File: config.mk
export PLATFORM = sky130hd
export DESIGN_NAME = iiitb_usr_seq
export DESIGN_NICKNAME = d
export VERILOG_FILES = /design/src/rtl/iiitb_usr_pkg.sv /design/src/rtl/iiitb_usr_seq.sv
export SDC_FILE = /design/constraint.sdc
export NUM_CORES = 1
export LEC_CHECK = 0
export BUFFER_PORTS_ARGS = -buffer_cell sky130_fd_sc_hd__buf_4
export CAP_MARGIN = 20
export CORE_ASPECT_RATIO = 1.1
export CORE_MARGIN = 4
export CORE_UTILIZATION = 44
export DETAILED_ROUTE_END_ITERATION = 16
export PLACE_DENSITY = 0.82
export REMOVE_ABC_BUFFERS = 1
export SLEW_MARGIN = 20
export SYNTH_ARGS = -nofsm -noshare
export SYNTH_HDL_FRONTEND = slang
export SYNTH_SLANG_ARGS = --single-unit
File: constraint.sdc
create_clock -name clk -period 1.43 [get_ports clk]
set_clock_uncertainty 0.05 [all_clocks]
set_input_delay 0.286 -clock clk [delete_from_list [all_inputs] [get_ports clk]]
set_output_delay 0.286 -clock clk [all_outputs]
set_load 0.03 [all_outputs]
File: src/rtl/iiitb_usr_pkg.sv
// Shared encodings for the universal-shift-register sequencer: FSM states,
// command op codes and shift-register mode codes.
package iiitb_usr_pkg;

   typedef enum logic [1:0] {
      StIdle  = 2'b00,
      StLoad  = 2'b01,
      StRot   = 2'b10,
      StCheck = 2'b11
   } state_t;

   localparam logic [1:0] OP_NOP  = 2'b00;
   localparam logic [1:0] OP_LOAD = 2'b01;
   localparam logic [1:0] OP_ROL  = 2'b10;
   localparam logic [1:0] OP_ROR  = 2'b11;

   // Mode codes as the downstream shift register decodes them.
   localparam logic [1:0] CTRL_HOLD = 2'b00;
   localparam logic [1:0] CTRL_ROL  = 2'b10;
   localparam logic [1:0] CTRL_ROR  = 2'b01;
   localparam logic [1:0] CTRL_LOAD = 2'b11;

endpackage

File: src/rtl/iiitb_usr_seq.sv
// Command sequencer driving a universal shift register, with a shadow copy
// of the register used to check the fed-back q_in when each command ends.
module iiitb_usr_seq
   import iiitb_usr_pkg::*;
#(
   parameter int unsigned WIDTH = 4,
   parameter int unsigned CNTW  = 3
) (
   input  logic             clk,
   input  logic             reset,
   input  logic             cmd_valid,
   output logic             cmd_ready,
   input  logic [1:0]       cmd_op,
   input  logic [WIDTH-1:0] cmd_data,
   input  logic [CNTW-1:0]  cmd_count,
   output logic [1:0]       ctrl,
   output logic [WIDTH-1:0] d,
   input  logic [WIDTH-1:0] q_in,
   output logic             done,
   output logic             err,
   output logic [WIDTH-1:0] exp_q
);

   state_t           state_q, state_d;
   logic             rot_right_q, rot_right_d;
   logic [CNTW-1:0]  cnt_q, cnt_d;
   logic [WIDTH-1:0] d_q, d_d;
   logic [WIDTH-1:0] shadow_q, shadow_d;
   logic             accept;

   assign cmd_ready = (state_q == StIdle);
   assign accept    = cmd_valid & cmd_ready;

   always_comb begin
      state_d     = state_q;
      rot_right_d = rot_right_q;
      cnt_d       = cnt_q;
      d_d         = d_q;
      shadow_d    = shadow_q;
      unique case (state_q)
         StIdle: begin
            if (accept) begin
               unique case (cmd_op)
                  OP_LOAD: begin
                     d_d     = cmd_data;
                     state_d = StLoad;
                  end
                  OP_ROL, OP_ROR: begin
                     rot_right_d = (cmd_op == OP_ROR);
                     cnt_d       = cmd_count;
                     state_d     = (cmd_count != '0) ? StRot : StCheck;
                  end
                  default: state_d = StCheck;
               endcase
            end
         end
         StLoad: begin
            shadow_d = d_q;
            state_d  = StCheck;
         end
         StRot: begin
            // Shadow follows the shift register step for step.
            shadow_d = rot_right_q ? {shadow_q[0], shadow_q[WIDTH-1:1]}
                                   : {shadow_q[WIDTH-2:0], shadow_q[WIDTH-1]};
            cnt_d    = cnt_q - CNTW'(1);
            if (cnt_q <= CNTW'(1)) begin
               state_d = StCheck;
            end
         end
         StCheck: begin
            cnt_d   = '0;
            state_d = StIdle;
         end
         default: state_d = StIdle;
      endcase
   end

   always_ff @(posedge clk) begin
      if (reset) begin
         state_q     <= StIdle;
         rot_right_q <= 1'b0;
         cnt_q       <= '0;
         d_q         <= '0;
         shadow_q    <= '0;
      end else begin
         state_q     <= state_d;
         rot_right_q <= rot_right_d;
         cnt_q       <= cnt_d;
         d_q         <= d_d;
         shadow_q    <= shadow_d;
      end
   end

   // Outputs decode registered state only; cmd_* never reach them directly.
   always_comb begin
      ctrl = CTRL_HOLD;
      unique case (state_q)
         StLoad:  ctrl = CTRL_LOAD;
         StRot:   ctrl = rot_right_q ? CTRL_ROR : CTRL_ROL;
         default: ctrl = CTRL_HOLD;
      endcase
   end

   assign d     = d_q;
   assign exp_q = shadow_q;
   assign done  = (state_q == StCheck);
   assign err   = done & (q_in != shadow_q);

endmodule
# After elaboration in Yosys (flattened, before gate mapping)
# Index checks and enable logic that the tools add are counted.
[op_classes]
muxes = 12
n_reduce_logical = 9
eq_ne = 10
n_addsub = 1
n_bitwise = 2
magnitude_cmp = 1
[op_table]
columns = ["cell", "n"]
rows = [
  ["$pmux 3 s3", 1],
  ["$reduce_and 3->1", 3],
  ["$eq 2x2->1 const B", 4],
  ["$pmux 2 s2", 2],
  ["$pmux 2 s4", 1],
  ["$pmux 4 s2", 1],
  ["$mux 2", 3],
  ["$mux 3", 2],
  ["$reduce_bool 3->1", 2],
  ["$eq 2x1->1 const B", 2],
  ["$mux 4", 1],
  ["$ne 2x1->1 const B", 2],
  ["$ne 4x4->1", 1],
  ["$le 3x1->1 const B", 1],
  ["$sub 3x1->3 const B", 1],
  ["$and 1x1->1", 2],
  ["$logic_not 2->1", 1],
  ["$ne 2x2->1 const B", 1],
  ["$reduce_and 2->1", 1],
  ["$reduce_bool 2->1", 1],
  ["$reduce_or 2->1", 1],
  ["$mux 1", 1],
]
[totals]
output_inout_bits = 13
elab_cells = 40
in_bits = 16
regBits = 14

# Depth between registers and ports, before layout
# Gate-level depths: netlist of run 1.
[logic_depth]
ltp_word = 5
ltp_mapped = 6
depth_no_buf = 5

# Least setup slack after synthesis of run 1
# No wires, ideal clock.
[synth_timing]
path_type = "register to output"
from = "reg state_q[0]"
to = "out ctrl[0]"
required_time_ns = 1.094
arrival_ns = 1.368
path_stages_with_launch = 5
path_buffers = 1
path_slack_ns = -0.274
path_cell_list = "dfxtp_1 inv_1 ha_1 buf_2 nor2b_1"
[synth_via]
elab_chain_cells = 2
word_cells_on_any_way = 3
cone_classes = "eq/ne (2); mux (1)"
[synth_rtl]
columns = ["element", "line", "text"]
rows = [
  ["from (decl)", "iiitb_usr_seq.sv:24", "state_t state_q, state_d;"],
  ["from (signal assigned)", "iiitb_usr_seq.sv:80", "state_q <= StIdle;"],
  ["from (signal assigned)", "iiitb_usr_seq.sv:86", "state_q <= state_d;"],
  ["$eq 2x2->1 or $eq 2x1->1 (tied branches)", "iiitb_usr_seq.sv:97", "unique case (state_q)"],
  ["$pmux 2 s2 (*)", "iiitb_usr_seq.sv:97", ""],
  ["to (decl)", "iiitb_usr_seq.sv:16", "output logic [1:0] ctrl,"],
]
# Mark *: on every way between the ends. The rest lies on a longest branch, timed or not.

# Worst setup path after layout of run 1
[layout_timing]
from = "reg state_q[1]"
to = "out ctrl[0]"
# Same word-level chain as after synthesis.

==> metrics.cfg, run 1 <==
[logic_synthesis]
synth_area_per_cell_um2 = 9.31
synth_xor_area_frac = 0.0475
netlist.area_leader.share = 0.304
synth_mux_area_frac = 0.109
synth_top_family_by_area = compound AO/OA/AOI/OAI gates
yosysWarnings = 0
yosys.area_share.simple = 0.141
synthTopCellsByArea = dfxtp_1 30%, mux2i_1 11%, ha_1 9.5%, a21oi_1 5.4%, xor2_1 4.7%
ys_ff_latch = 14
synth_cells = 99
yosysTopAreaCell = dfxtp_1
synth_area_um2 = 922
synth_compound_area_frac = 0.242
synthAdderAreaFrac = 0.0950
ys_seq_area_frac = 0.304
synth_cell_types = 29

[sta]
hold_violations = 0
setup_tns_ps = -898
max_freq_mhz = 603
drv_slew = 0
period_share = 1.16
rsz0062_at_grt = yes
hold_slack_ps = 183
worst_slew_pin_slew_ps = 504
relSlewSlack = 0.659
setup_ws_ps = -229
setup_violations = 8
min_period_ps = 1660

[routing]
drt_iter0_drc = 8
routed_wl_um = 2710
routedWlPerCell_um = 15.3
vias_per_cell = 5.34
drcViolationCount = 0
dr_total_vias = 946
detail-route-antenna-nets = 0
dr.pass1.iters = 2

[cells_and_area]
regArea_um2 = 292
antenna_cells = 0
fillers = 155
layout_common_cells = 40 x buf_4, 11 x buf_6, 10 x mux2i_1
finish.utilization = 0.751
final_common_cell = buf_4
nets = 173
multi_input_area_um2 = 688
area_growth_pct = 62.8
layout-drive-gt1-share = 0.564

[place]
port_buffers = 28
globalplace.congestion = 0.861
dp_hpwl_um = 1940

[global_routing]
antenna_found_initial = 0
track_usage = 0.202
grt_pass1_vias = 1031
grt-ovfl-total = 0
grt_pass1_wl_um = 4470
grt_max_degree = 15

[worst_setup_path]
critical_path_class = flop to primary output
required_ps = 1090
critPathLaunchType = flop
arrival_ps = 1320
end_kind = primary output
cp_max_fo = 5

[cts]
cts_tree = yes
clock-sinks = 14
cts_buffers = 3
clockRootBuffer = clkbuf_4
clkLatencyLatePin_ps = 290
htree_levels = 1
hold_buffers = 0
clkTransAtPathRegs_ps = 90
clockBufferDepth = 2

[floorplanning]
boundaryPins = 29
fp.dieArea_um2 = 2890
rows = 17
die_h_um = 56.0
core_area_um2 = 2000
die_x_um = 51.7
start_util = 0.461

[pwr]
combinationalPowerShare = 0.658
ir_drop_v = 0.00128
power_frac_seq = 0.231
p_leak_nw = 0.665
power_frac_clock = 0.111
sw_frac_of_total = 0.411
power_density_nw_per_um2 = 1770
finalPower_w = 0.00265
switching_power_w = 0.00109
p_int_w = 0.00156

[hold_path]
min_path_type = input pin to flop

[outcome]
status = finished with violations
failed_checks = negative setup slack

[run]
maxCapViolCount = 0

-- timing repair --
| action | 4_1_cts | 5_1_grt |
|---|---|---|
| buffers inserted | 5 | 5 |
| pin swaps | 9 | 12 |
| cloned | 0 | 0 |
| setup endpoints to repair | 19 | 14 |
| gates resized for setup | 32 | 18 |
-- kinds of logic (layout without fill, tap and decap cells) --
logic type	Yosys count	in the layout
compound gates	33	33
xor+xnor	5	5
fa+ha+maj	7	7
buf+inv	10	60
flops	14	14
mux	10	10
simple gates	20	20
-- area by class of cell --
cell class / instances / area share
Inverter: 5 / 0.0175
Clock buffer: 4 / 0.0242
Tap cell: 28 / 0.0233
Multi-Input combinational cell: 75 / 0.458
Sequential cell: 14 / 0.194
Timing Repair Buffer: 51 / 0.283
-- synth_stat cells, drive strengths merged --
master   number
o21a          2
xor2          5
o41a          1
o311ai        1
nor2b         4
o2111ai       2
nor2          5
or2b          1
nand4b        1
or2           1
o21ai         7
mux2i        10
a21o          4
nor3b         2
nand3         1
clkbuf        1
dfxtp        14
buf           4
nand3b        1
a31oi         2
nand2b        4
ha            7
a311oi        3
inv           5
a21bo         1
a21oi        10
-- final timing paths --
kind	start	cells after the start	endpoint	slack (ps)
setup / recovery	state_q[1]$_SDFFE_PP0P_	4	ctrl[0]	-230
hold / removal	cmd_data[1]	3	d[1]$_SDFFE_PP0P_	180
setup reg to reg	state_q[0]$_SDFFE_PP0P_	7	cnt_q[2]$_SDFFE_PP0P_	-60
hold reg to reg	d[2]$_SDFFE_PP0P_	2	d[2]$_SDFFE_PP0P_	490
-- stage by stage --
step / area (µm²) / cells / setup WS [ps]
finish: 1500 / 177 / -229
CTS: 1410 / 173 / -240
floorplan: 883 / 94 / -243
global placement: 1230 / 164 / -17.4
global route: 1500 / 177 / -288
detailed placement: 1230 / 164 / -69.5
-- registers in the layout (all words and copies together) (netlist names) --
| signal | count |
|---|---|
| d | 4 |
| state_q | 2 |
| cnt_q | 3 |
| exp_q | 4 |
| rot_right_q | 1 |
-- power groups by stage --
stage / combinational, W / sequential [W] / clock [W]
final: 0.00175 / 0.000613 / 0.000295
after detailed placement: 0.00131 / 0.000572 / 0
after floorplan: 0.000712 / 0.000656 / 0
after global routing: 0.00188 / 0.000628 / 0.000316
after global placement: 0.00126 / 0.000562 / 0
after CTS: 0.00153 / 0.000602 / 0.000304
-- critical path, cell delays in order, from the launching register on --
cell and delay [ps]:
dfxtp_4 420, inv_4 60, ha_4 270, nor2b_2 140, buf_6 140
-- layer usage --
layer,GRT usage,vias to the layer above,part of all wire
met2,0.376,24,0.54
li1,-,465,-
met3,0.0214,7,0.030
met1,0.207,450,0.40
met4,0.124,0,0.025
met5,0,-,0
Note: power is estimated with default switching activity, not from simulation.
==> run 2, diff against run 1 <==
--- a/config.mk
+++ b/config.mk
@@ -6,13 +6,13 @@
 export NUM_CORES = 1
 export LEC_CHECK = 0
 export BUFFER_PORTS_ARGS = -buffer_cell sky130_fd_sc_hd__buf_4
-export CAP_MARGIN = 20
 export CORE_ASPECT_RATIO = 1.1
 export CORE_MARGIN = 4
 export CORE_UTILIZATION = 44
 export DETAILED_ROUTE_END_ITERATION = 16
-export PLACE_DENSITY = 0.82
+export PLACE_DENSITY_LB_ADDON = 0.25
 export REMOVE_ABC_BUFFERS = 1
+export SKIP_LAST_GASP = 1
 export SLEW_MARGIN = 20
 export SYNTH_ARGS = -nofsm -noshare
 export SYNTH_HDL_FRONTEND = slang
==> run 2 against run 1 <==
Compared with the run above: the flow still finishes with violations (negative setup slack); fmax grew 0.10%; die area is the same; via count shrank 3.6%; setup slack gained 1.7 ps; total power shrank 4.8%; clock-buffer cell count is the same; critical path depth shrank 1; sequential power shrank 3.6%; cell count shrank 1.7%; clock power shrank 2%; routed wire length shrank 12%; register-to-register slack gained 50 ps; critical path type unchanged; critical endpoint is now err; largest power group unchanged.
==> metrics.cfg, run 2 (same netlist as run 1, synthesis figures left out) <==
[outcome]
status = finished with violations
failed_checks = negative setup slack

[worst_setup_path]
arrival_ps = 1320  ; about the same
cp_max_fo = 2  ; -3
critPathLaunchType = flop
crit_chain = xor2_1 -> o41a_1 -> buf_6
critical_path_class = flop to primary output
required_ps = 1090  ; about the same
end_kind = primary output
critPathMaxStageDelay_ps = 430  ; about the same
slowest_stage = o41a_1

[pwr]
ir_drop_v = 0.00105  ; -18%
finalPower_w = 0.00253  ; -4.8%
p_leak_nw = 0.649  ; -2.4%
power_density_nw_per_um2 = 1720  ; -2.5%

[cts]
cts_tree = yes
clockBufferDepth = 2  ; unchanged
clock-sinks = 14  ; unchanged
clkLatencyLatePin_ps = 280  ; about the same
cts_buffers = 3  ; unchanged
htree_levels = 1  ; unchanged
clkTransAtPathRegs_ps = 80  ; about the same
clockRootBuffer = clkbuf_4
hold_buffers = 0  ; unchanged

[cells_and_area]
area_growth_pct = 59.0
fillers = 153  ; -1.3%
layout-drive-gt1-share = 0.527  ; -0.0364
final_common_cell = buf_4
regArea_um2 = 289  ; -0.86%
multi_input_area_um2 = 679  ; -1.3%
layout_common_cells = 36 x buf_4, 12 x buf_6, 10 x mux2i_1
nets = 170  ; -1.7%
antenna_cells = 0  ; unchanged

[sta]
rsz0062_at_grt = yes
setup_ws_ps = -227  ; +1.72 ps
drv_slew = 0  ; unchanged
period_share = 1.16  ; -0.00121
max_freq_mhz = 603  ; +0.10%
hold_violations = 0  ; unchanged
min_period_ps = 1660  ; -1.72 ps
worst_slew_pin_slew_ps = 357  ; -147 ps
setup_violations = 7  ; -1
relSlewSlack = 0.759  ; +0.0994

[routing]
routed_wl_um = 2390  ; -12%
drcViolationCount = 0  ; unchanged
dr.pass1.iters = 4  ; +2
dr_total_vias = 912  ; -3.6%
drt_iter0_drc = 11  ; +3
vias_per_cell = 5.24  ; -1.9%
routedWlPerCell_um = 13.7  ; -10%
detail-route-antenna-nets = 0  ; unchanged

[global_routing]
grt-ovfl-total = 0  ; unchanged
track_usage = 0.169  ; -0.0338
antenna_found_initial = 0  ; unchanged
grt_pass1_vias = 872  ; -15%
grt_max_degree = 15  ; unchanged
grt_pass1_wl_um = 3730  ; -17%

[floorplanning]
boundaryPins = 29  ; unchanged
core_area_um2 = 2000  ; unchanged
rows = 17  ; unchanged
fp.dieArea_um2 = 2890  ; unchanged
start_util = 0.461  ; unchanged
die_h_um = 56.0  ; unchanged
die_x_um = 51.7  ; unchanged

[place]
port_buffers = 28  ; unchanged
globalplace.congestion = 0.849  ; -1.4%
dp_hpwl_um = 1740  ; -10%
place_ws_ps = -63.6  ; +5.82 ps

[run]
maxCapViolCount = 0  ; unchanged

[hold_path]
min_path_type = input pin to flop

[run 2: path summary, 6_finish.rpt]
kind | end | depth (start not counted) | slack [ps] | from
hold / removal | d[1]$_SDFFE_PP0P_ | 3 | 190 | cmd_data[1]
setup reg to reg | cnt_q[1]$_SDFFE_PP0P_ | 6 | -10 | state_q[0]$_SDFFE_PP0P_
hold reg to reg | d[0]$_SDFFE_PP0P_ | 2 | 490 | d[0]$_SDFFE_PP0P_
setup / recovery | err | 3 | -230 | exp_q[3]$_SDFFE_PP0P_
[run 2: repair_timing]
| item | in CTS | in global routing |
|---|---|---|
| buffers inserted | 3 | 4 |
| gates resized for setup | 30 | 12 |
| setup endpoints to repair | 19 | 12 |
| pin swaps | 10 | 6 |
[run 2: critical path: cells and delay by family (launching register included)]
family / cells / cell delay, ps
XOR/XNOR: 1 / 130
buffers and inverters: 1 / 150
AO/OA/AOI/OAI: 1 / 430
flip-flops: 1 / 330
[run 2: through the flow]
step                      TNS, ps  cells  hold WS (ps)  utilization  instance area (µm²)
final                        -847    174           186        0.733                 1470
after global routing        -1340    174           165        0.733                 1470
after CTS                    -790    171           181        0.695                 1390
after detailed placement     -521    164           464        0.617                 1230
after global placement       -108    164           455        0.617                 1230
after floorplan             -1370     94           305            -                  883
[run 2: area by class of cell]
cell class,instances,area share
timing repair buffer,48,0.276
inverter,5,0.0145
tap,28,0.0239
sequential,14,0.197
clock buffer,4,0.0247
multi-input combinational,75,0.463
[run 2: where the power goes]
group,switching [W],internal (W),leakage [nW]
Sequential,0.0000936,0.000497,0.117
Combinational,0.000794,0.000854,0.511
Clock,0.000134,0.000155,0.0210
[run 2: metal layers]
metal,share of wire,global-route usage
met1,0.45,0.199
met2,0.50,0.280
met3,0.049,0.0375
met4,0.0042,0.0824
met5,0,0
==> run 3, diff against run 2 <==
==> constraint.sdc (replaced) <==
create_clock -name clk -period 1.43 [get_ports clk]
set_clock_uncertainty 0.05 [all_clocks]
set_input_delay 0.286 -clock clk [delete_from_list [all_inputs] [get_ports clk]]
set_output_delay 0.286 -clock clk [all_outputs]
set_load 0.02 [all_outputs]
==> run 3 against run 2 <==
Compared with the run above: design area is 4.1% higher; critical path type unchanged; routed wire length is 18% higher; global-route usage is 2.0 points higher; sequential cell count stayed put; first-iteration DRC count is 18% higher; the flow still finishes with violations (negative setup slack); critical endpoint unchanged; largest cell class unchanged; setup slack worse by 27 ps; total power is 8.6% higher; highest routed layer unchanged.
==> metrics.cfg, run 3 (same netlist as run 1, synthesis figures left out) <==
[outcome]
status = finished with violations
failed_checks = negative setup slack

[routing]
drt_iter0_drc = 13  ; +2
detail-route-antenna-nets = 0  ; unchanged
dr.pass1.iters = 4  ; unchanged
wl_met1_um = 1190  ; +11%
vias_per_cell = 5.27  ; +0.63%
routedWlPerCell_um = 16.1  ; +17%
routed_wl_um = 2820  ; +18%
wl_met3_um = 185  ; +59%
dr_total_vias = 923  ; +1.2%
top_layer_used = met4
dr_wl_met2_um = 1360  ; +14%
drcViolationCount = 0  ; unchanged

[cells_and_area]
layout-drive-gt1-share = 0.565  ; +0.0372
area_growth_pct = 65.5
layout_common_cells = 35 x buf_4, 14 x buf_6, 10 x dfxtp_1
final_common_cell = buf_4
antenna_cells = 0  ; unchanged
finish.instance_area_um2 = 1530  ; +4.1%
fin_cells = 175  ; +0.57%
nets = 171  ; +0.59%

[cts]
clockBufferDepth = 2  ; unchanged
clock-sinks = 14  ; unchanged
hold_buffers = 0  ; unchanged
clkLatencyLatePin_ps = 290  ; about the same
clkTransAtPathRegs_ps = 100  ; +20 ps
cts_buffers = 3  ; unchanged
htree_levels = 1  ; unchanged
clockRootBuffer = clkbuf_4
cts_tree = yes

[place]
place_ws_ps = -79.7  ; -16.0 ps
dp_hpwl_um = 1810  ; +4.2%
placedCellCount = 164  ; unchanged
placed_area_um2 = 1230  ; unchanged
globalplace.congestion = 0.844  ; -0.58%
port_buffers = 28  ; unchanged

[pwr]
ir_drop_v = 0.00106  ; +0.36%
power_density_nw_per_um2 = 1800  ; +4.3%
p_leak_nw = 0.669  ; +3.2%
finalPower_w = 0.00275  ; +8.6%

[sta]
setup_violations = 11  ; +4
hold_slack_ps = 178  ; -7.79 ps
rsz0062_at_grt = yes
relSlewSlack = 0.800  ; +0.0416
min_period_ps = 1680  ; +27.1 ps
drv_slew = 0  ; unchanged
hold_violations = 0  ; unchanged
setup_ws_ps = -254  ; -27.1 ps
period_share = 1.18  ; +0.0189
worst_slew_pin_slew_ps = 296  ; -61.7 ps
max_freq_mhz = 594  ; -1.6%

[worst_setup_path]
critical_path_class = flop to primary output
crit_chain = xor2_1 -> o41a_1 -> buf_6
slowest_stage = o41a_1
cp_max_fo = 2  ; unchanged
required_ps = 1090  ; about the same
end_kind = primary output
critPathLaunchType = flop
arrival_ps = 1350  ; +30 ps
critPathMaxStageDelay_ps = 420  ; about the same

[floorplanning]
die_h_um = 56.0  ; unchanged
die_x_um = 51.7  ; unchanged
start_util = 0.461  ; unchanged
core_area_um2 = 2000  ; unchanged
fp.dieArea_um2 = 2890  ; unchanged
rows = 17  ; unchanged
boundaryPins = 29  ; unchanged

[global_routing]
antenna_found_initial = 0  ; unchanged
grt_pass1_vias = 907  ; +4.0%
grt_max_degree = 15  ; unchanged
grt_pass1_wl_um = 4140  ; +11%
track_usage = 0.189  ; +0.0203
grt-ovfl-total = 0  ; unchanged

[hold_path]
min_path_type = input pin to flop

[run]
maxCapViolCount = 0  ; unchanged

## run 3: cell types whose count changed in the layout (fill, tap and decap cells not counted), moves of 2 or more
cell,change
inv_2,-2
buf_6,+2
a21oi_2,+4
inv_4,+2
a21oi_1,-4
## run 3: cell type report
class | instances | area [µm²]
Multi-Input combinational cell | 75 | 721
Fill cell | 146 | 473
Timing Repair Buffer | 49 | 420
Sequential cell | 14 | 288
Clock buffer | 4 | 36.3
Tap cell | 28 | 35.0
Inverter | 5 | 26.3
## run 3: where the power goes
| part | switching, W | internal, W | leakage [nW] |
|---|---|---|---|
| Clock | 0.000144 | 0.000155 | 0.0210 |
| Sequential | 0.000110 | 0.000496 | 0.116 |
| Combinational | 0.000846 | 0.000994 | 0.532 |
| Total | 0.00110 | 0.00164 | 0.669 |
## run 3: routing by layer
metal	vias up	global-route usage
li1	452	-
met1	427	0.218
met2	34	0.329
met3	10	0.0375
met4	0	0.0787
met5	-	0
## run 3: worst paths after layout
check	slack (ps)	endpoint	cells after the start	from
worst min-delay path	180	d[2]$_SDFFE_PP0P_	3	cmd_data[2]
worst max register to register	-80	exp_q[2]$_SDFFE_PP0P_	7	state_q[1]$_SDFFE_PP0P_
worst max-delay path	-250	err	3	exp_q[1]$_SDFFE_PP0P_
worst min register to register	490	d[2]$_SDFFE_PP0P_	2	d[2]$_SDFFE_PP0P_
## run 3: critical path, delay by kind of cell, from the launching register on
| family | cells | cell delay (ps) |
|---|---|---|
| compound gates | 1 | 420 |
| xor+xnor | 1 | 150 |
| buf+inv | 1 | 150 |
| flops | 1 | 330 |
## run 3: through the flow
stage / setup TNS [ps] / utilization
floorplan: -534 / -
finish: -1170 / 0.763
global route: -1810 / 0.763
global placement: -110 / 0.617
CTS: -770 / 0.693
detailed placement: -845 / 0.617
## run 3: what timing repair did
item,4_1_cts,5_1_grt
setup endpoints to repair,18,17
buffers inserted,5,4
pin swaps,7,12
gates resized for setup,24,28
